**src/rtl/y86_pkg.sv**
```systemverilog
// Y86 opcode constants plus the length and legality rules shared by the fetch path.
// Pure definitions: no state, no latency.
package y86_pkg;

    localparam logic [3:0] I_HALT   = 4'h0;
    localparam logic [3:0] I_NOP    = 4'h1;
    localparam logic [3:0] I_RRMOVL = 4'h2;
    localparam logic [3:0] I_IRMOVL = 4'h3;
    localparam logic [3:0] I_RMMOVL = 4'h4;
    localparam logic [3:0] I_MRMOVL = 4'h5;
    localparam logic [3:0] I_OPL    = 4'h6;
    localparam logic [3:0] I_JXX    = 4'h7;
    localparam logic [3:0] I_CALL   = 4'h8;
    localparam logic [3:0] I_RET    = 4'h9;
    localparam logic [3:0] I_PUSHL  = 4'hA;
    localparam logic [3:0] I_POPL   = 4'hB;
    localparam logic [3:0] RNONE    = 4'hF;

    typedef struct packed {
        logic [3:0]  icode;
        logic [3:0]  ifun;
        logic [3:0]  ra;
        logic [3:0]  rb;
        logic [31:0] valc;
        logic        err;
    } dec_t;

    function automatic logic icode_valid(input logic [3:0] icode);
        return icode <= I_POPL;
    endfunction

    // Illegal icodes are treated as one byte so fetch can still report them.
    function automatic logic [2:0] instr_len(input logic [3:0] icode);
        case (icode)
            I_RRMOVL, I_OPL, I_PUSHL, I_POPL: return 3'd2;
            I_IRMOVL, I_RMMOVL, I_MRMOVL:     return 3'd6;
            I_JXX, I_CALL:                    return 3'd5;
            default:                          return 3'd1;
        endcase
    endfunction

endpackage

```
**src/rtl/y86_fetch_queue.sv**
```systemverilog
// Circular FIFO of decoded fetch entries; data visible at head the cycle after push.
// Caller must not push when full without a same-cycle pop; flush empties it in one cycle.
module y86_fetch_queue #(
    parameter int QDEPTH = 2,
    parameter int WIDTH  = 8,
    localparam int PTR_W = (QDEPTH > 1) ? $clog2(QDEPTH) : 1,
    localparam int CNT_W = $clog2(QDEPTH + 1)
) (
    input  logic             clk,
    input  logic             rst,
    input  logic             flush,
    input  logic             push,
    input  logic [WIDTH-1:0] push_data,
    input  logic             pop,
    output logic [WIDTH-1:0] head_data,
    output logic [CNT_W-1:0] count
);

    logic [WIDTH-1:0] mem [QDEPTH];
    logic [PTR_W-1:0] head;
    logic [PTR_W-1:0] tail;

    function automatic logic [PTR_W-1:0] next_ptr(input logic [PTR_W-1:0] p);
        return (p == PTR_W'(QDEPTH - 1)) ? '0 : p + 1'b1;
    endfunction

    always_ff @(posedge clk or posedge rst) begin
        if (rst) begin
            head  <= '0;
            tail  <= '0;
            count <= '0;
            for (int i = 0; i < QDEPTH; i++) begin
                mem[i] <= '0;
            end
        end else if (flush) begin
            head  <= '0;
            tail  <= '0;
            count <= '0;
        end else begin
            if (push) begin
                mem[tail] <= push_data;
                tail      <= next_ptr(tail);
            end
            if (pop) begin
                head <= next_ptr(head);
            end
            count <= count + CNT_W'(push) - CNT_W'(pop);
        end
    end

    assign head_data = mem[head];

endmodule

```
**src/rtl/y86_fetch_unit.sv**
```systemverilog
// Y86 fetch: PC generator, combinational length/field decode, QDEPTH-deep decoded queue.
// One instruction per cycle, head valid one cycle after fetch; fetch stalls when the queue is full.
module y86_fetch_unit
    import y86_pkg::*;
#(
    parameter int              PC_W     = 32,
    parameter int              QDEPTH   = 2,
    parameter logic [PC_W-1:0] RESET_PC = '0
) (
    input  logic            clk,
    input  logic            rst,
    output logic [PC_W-1:0] rom_addr_o,
    input  logic [47:0]     rom_data_i,
    input  logic            redirect_i,
    input  logic [PC_W-1:0] redirect_pc_i,
    output logic            id_valid_o,
    input  logic            id_ready_i,
    output logic [PC_W-1:0] id_pc_o,
    output logic [3:0]      id_icode_o,
    output logic [3:0]      id_ifun_o,
    output logic [3:0]      id_rA_o,
    output logic [3:0]      id_rB_o,
    output logic [31:0]     id_valC_o,
    output logic [PC_W-1:0] id_valP_o,
    output logic            id_err_o,
    output logic            halted_o
);

    localparam int CNT_W   = $clog2(QDEPTH + 1);
    localparam int ENTRY_W = 2 * PC_W + $bits(dec_t);

    logic [PC_W-1:0]    fetch_pc;
    logic               halted;
    logic [3:0]         icode;
    logic [2:0]         len;
    logic [PC_W-1:0]    valp;
    dec_t               dec;
    dec_t               head_dec;
    logic [CNT_W-1:0]   count;
    logic               pop;
    logic               push;
    logic               stop;
    logic [ENTRY_W-1:0] head_data;

    assign icode = rom_data_i[47:44];
    assign len   = instr_len(icode);
    assign valp  = fetch_pc + PC_W'(len);

    always_comb begin
        dec       = '0;
        dec.icode = icode;
        dec.ifun  = rom_data_i[43:40];
        dec.ra    = RNONE;
        dec.rb    = RNONE;
        dec.err   = !icode_valid(icode);
        if (len == 3'd2 || len == 3'd6) begin
            dec.ra = rom_data_i[39:36];
            dec.rb = rom_data_i[35:32];
        end
        // Constant word is stored little-endian in the byte stream.
        case (icode)
            I_IRMOVL, I_RMMOVL, I_MRMOVL:
                dec.valc = {rom_data_i[7:0], rom_data_i[15:8], rom_data_i[23:16], rom_data_i[31:24]};
            I_JXX, I_CALL:
                dec.valc = {rom_data_i[15:8], rom_data_i[23:16], rom_data_i[31:24], rom_data_i[39:32]};
            default: ;
        endcase
    end

    assign id_valid_o = (count != '0);
    assign pop        = id_valid_o && id_ready_i && !redirect_i;
    assign push       = !redirect_i && !halted && ((count < CNT_W'(QDEPTH)) || pop);
    assign stop       = (icode == I_HALT) || !icode_valid(icode);

    always_ff @(posedge clk or posedge rst) begin
        if (rst) begin
            fetch_pc <= RESET_PC;
            halted   <= 1'b0;
        end else if (redirect_i) begin
            fetch_pc <= redirect_pc_i;
            halted   <= 1'b0;
        end else if (push) begin
            fetch_pc <= valp;
            if (stop) begin
                halted <= 1'b1;
            end
        end
    end

    y86_fetch_queue #(
        .QDEPTH (QDEPTH),
        .WIDTH  (ENTRY_W)
    ) u_queue (
        .clk       (clk),
        .rst       (rst),
        .flush     (redirect_i),
        .push      (push),
        .push_data ({fetch_pc, valp, dec}),
        .pop       (pop),
        .head_data (head_data),
        .count     (count)
    );

    assign {id_pc_o, id_valP_o, head_dec} = head_data;
    assign id_icode_o = head_dec.icode;
    assign id_ifun_o  = head_dec.ifun;
    assign id_rA_o    = head_dec.ra;
    assign id_rB_o    = head_dec.rb;
    assign id_valC_o  = head_dec.valc;
    assign id_err_o   = head_dec.err;
    assign rom_addr_o = fetch_pc;
    assign halted_o   = halted;

endmodule

```
**config.mk**
```make
export PLATFORM = sky130hd
export DESIGN_NAME = y86_fetch_unit
export DESIGN_NICKNAME = d
export VERILOG_FILES = /design/src/rtl/y86_pkg.sv /design/src/rtl/y86_fetch_queue.sv /design/src/rtl/y86_fetch_unit.sv
export SDC_FILE = /design/constraint.sdc
export NUM_CORES = 1
export LEC_CHECK = 0
export ABC_CLOCK_PERIOD_IN_PS = 10150
export CAP_MARGIN = 20
export CORE_AREA = 4 4 154 170
export CTS_BUF_LIST = sky130_fd_sc_hd__clkbuf_8 sky130_fd_sc_hd__clkbuf_16
export CTS_CLUSTER_SIZE = 30
export DETAILED_ROUTE_END_ITERATION = 8
export DIE_AREA = 0 0 158 174
export HOLD_SLACK_MARGIN = 0.12
export PLACE_DENSITY = 0.9
export SYNTH_ARGS = -nofsm -noshare
export SYNTH_HDL_FRONTEND = slang
export SYNTH_SLANG_ARGS = --single-unit
```
**constraint.sdc**
```tcl
create_clock -name clk -period 10.15 [get_ports clk]
set_clock_uncertainty 0.1 [all_clocks]
set_input_delay 1.015 -clock clk [delete_from_list [all_inputs] [get_ports clk]]
set_output_delay 1.015 -clock clk [all_outputs]
set_load 0.03 [all_outputs]
```
==> flow_metrics.tcl <==
set metrics [dict create \
    period_needed_ns 4.49 \
    worstMarginPinSlew_ns 1.08 \
    fin_nets 1510 \
    clkPwrFrac_pct 18.6 \
    slew_viol_final 0 \
    cts_buffer_depth 3 \
    worstPathMaxFanout 75 \
    yosysUniqueCellTypes 43 \
    status "finished clean" \
    wire_per_inst_microns 19.5 \
    cts_max_level 1 \
    diodes 0 \
    p_int_w 0.00300 \
    worstReg2RegEnd "u_queue.mem[45]" \
    ant_nets 0 \
    setup_violations 0 \
    cp.depth 3 \
    vias 9963 \
    rr_worst_depth 7 \
    numCtsBuffers 26 \
    seq_area_frac_synth_pct 51.5 \
    cp.required_ns 9.04 \
    rr_startpoint "u_queue.count[1]" \
    initial_utilization_pct 52.4 \
    fp.dieH_microns 174 \
    crit_chain "buf_4 -> mux2_2 -> clkdlybuf4s50_1" \
    port_buffers 230 \
    synth-seq-cells 263 \
    drive_above_1_share_pct 15.2 \
    gp_congestion 0.847 \
    dieWidth_microns 158 \
    fin_crit_sh_pct 44.2 \
    slowest_stage "buf_4" \
    cellLeakagePower_nw 6.79 \
    setup-tns-final_ns 0 \
    antenna_found_initial 0 \
    r2r_slack_ns 6.34 \
    core-area_sq_um 24400 \
    cp-end-kind "primary output" \
    cp-endpoint "id_valP_o[8]" \
    syn_area_sq_um 12800 \
    tritoncts "yes" \
    powerDensity_nw_per_um2 317 \
    fin_ws_ns 5.66 \
    root_buffer "clkbuf_16" \
    hpwl_microns 22400 \
    clock_latency_ns 0.52 \
    drc_errors 0 \
    min_path_type "flip-flop to flip-flop" \
    arrival_ns 3.37 \
    grt_first_pass_wirelength_microns 54400 \
    synth_area_per_cell_sq_um 9.94 \
    cp_top_family "buffers and inverters" \
    pwr-share-seq_pct 35.3 \
    cts-resized-gates 0 \
    cts_setup_buffers 0 \
    place_ws_ns 5.28 \
    wl_microns 34100 \
    syn_inst 1285 \
    fmax_ghz 0.223 \
    ctsHoldBuffers 0 \
    combPwrFrac_pct 46.1 \
    start_kind "flip-flop" \
    vias_per_cell 5.71 \
    grt_util_all_layers_pct 24.3 \
    boundaryPins 231 \
    crit_path_max_incr_delay_ns 0.93 \
    crit_start "u_queue.head" \
    num-fill-cells 1812 \
    slew_headroom_pct 28.0 \
    netSwitchingFraction_pct 39.6 \
    p_switching_w 0.00197 \
    cp_num_buf_inv 2 \
    cts.clk_slew.worst_paths_ns 0.06 \
    grt_max_degree 122 \
    drv_cap 0 \
    ys_warn_count 0 \
    hold_viol 0 \
    fp-row-count 60 \
    drtPass1Iterations 5 \
    areaGrowthSynthToFinish_pct 22.8 \
    rsz0062_at_grt "no" \
    first_iter_violations 826 \
    max-vdd-ir-drop_mv 0.211 \
    critPathKind "flip-flop to primary output" \
    gr-total-overflow 0 \
    synth_nets 1375 \
    numClockSinks 263 \
    fp.dieArea_sq_um 27500 \
    grt_pass1_vias 10348 \
]
[cells by family (layout without fill, tap and decap cells)]
group	count (synthesis)	in the layout	synth area share [%]
buffers and inverters	144	295	5.81
AND/OR/NAND/NOR	425	425	14.2
flip-flops	263	263	51.5
XOR/XNOR	63	63	4.32
multiplexers	157	157	13.8
AO/OA/AOI/OAI	227	227	9.74
adder cells (fa/ha/maj)	6	6	0.646
[cell usage in the layout, fill, tap and decap left out, types with 11 or more instances in the layout]
cell             instances
a22oi_1                 32
clkdlybuf4s50_1        229
nand3_1                 17
clkbuf_16               27
buf_4                   14
nor2_1                  33
xnor2_1                 28
dfrtp_1                262
o21ai_1                 11
nand4_1                 23
o21ai_0                167
inv_1                   14
xor2_1                  35
mux2_2                 156
nand2_1                308
[metal layers]
layer,track usage (%),part of all wire [%],vias up
met5,0,0,-
met4,8.71,3.9,0
met3,4.93,8.2,89
met2,40.4,48,454
met1,31.6,40,4831
li1,-,-,4589
[worst min path at each step]
stage | from | to | slack (ns) | cells past startpoint
3_3_place_gp | u_queue.mem[155] | u_queue.mem[155] | 0.35 | 2
6_report | u_queue.mem[138] | u_queue.mem[138] | 0.37 | 2
2_1_floorplan | u_queue.mem[154] | u_queue.mem[154] | 0.34 | 2
5_1_grt | u_queue.mem[36] | u_queue.mem[36] | 0.39 | 2
3_5_place_dp | u_queue.mem[201] | u_queue.mem[201] | 0.36 | 2
4_1_cts | u_queue.mem[201] | u_queue.mem[201] | 0.37 | 2
[through the flow]
stage	hold WS (ns)	util [%]	total power, W	cell area (sq um)	cells
after floorplan	0.341	-	0.00321	12800	1285
after global placement	0.353	61.0	0.00396	14900	1701
after detailed placement	0.360	61.0	0.00405	14900	1701
after CTS	0.375	64.3	0.00500	15700	1745
after global routing	0.394	64.3	0.00524	15700	1746
final	0.372	64.3	0.00497	15700	1746
[worst reg2reg max path, cell delays in order (launching register included)]
cell,delay (ns)
dfrtp_1,0.37
nor2b_4,0.26
nor2_1,0.07
buf_4,0.19
nand3b_1,0.67
buf_4,0.72
buf_4,0.87
mux2_2,0.44
[Yosys cell counts, drive strengths merged]
cell type / n / area share (%)
nand2: 308 / 9.0
dfrtp: 263 / 52
o21ai: 178 / 7.0
mux2: 156 / 14
buf: 76 / 3.8
clkbuf: 61 / 1.8
xor2: 35 / 2.4
nor2: 34 / 1.0
a22oi: 32 / 1.9
xnor2: 28 / 1.9
nand4: 24 / 1.2
nand3: 17 / 0.67
nor3: 10 / 0.39
a21oi: 9 / 0.35
nor4: 8 / 0.49
inv: 7 / 0.21
ha: 5 / 0.49
nor2b: 5 / 0.30
and2: 4 / 0.20
and3: 4 / 0.20
and4: 3 / 0.21
o2111ai: 3 / 0.21
or3: 3 / 0.15
or2: 2 / 0.098
a211oi: 1 / 0.059
a32o: 1 / 0.078
fa: 1 / 0.16
mux2i: 1 / 0.078
nand2b: 1 / 0.049
nand3b: 1 / 0.059
nor4bb: 1 / 0.078
o2111a: 1 / 0.088
o211ai: 1 / 0.059
o22ai: 1 / 0.049
[final cells by class]
class,count,area (sq um),area share [%]
clock buffers,31,731,4.66
inverters,7,33.8,0.215
multi-input cells,878,5470,34.9
clock inverters,13,85.1,0.542
well taps,310,388,2.47
flip-flops and latches,263,6590,42.0
repair buffers,244,2400,15.3
[power by group through the flow]
stage | clock (W) | sequential (W) | combinational, W
5_1_grt | 0.000986 | 0.00180 | 0.00245
4_1_cts | 0.000937 | 0.00175 | 0.00231
3_5_place_dp | 0 | 0.00176 | 0.00229
3_3_place_gp | 0 | 0.00172 | 0.00224
2_1_floorplan | 0 | 0.00164 | 0.00157
6_report | 0.000923 | 0.00175 | 0.00229
[state kept, by name, summed over array words and instances (netlist names)]
register and count:
u_queue.mem 226, rom_addr_o 32, u_queue.count 2, halted_o 1
u_queue.head 1, u_queue.tail 1
Power figures use the tool's default switching activity.
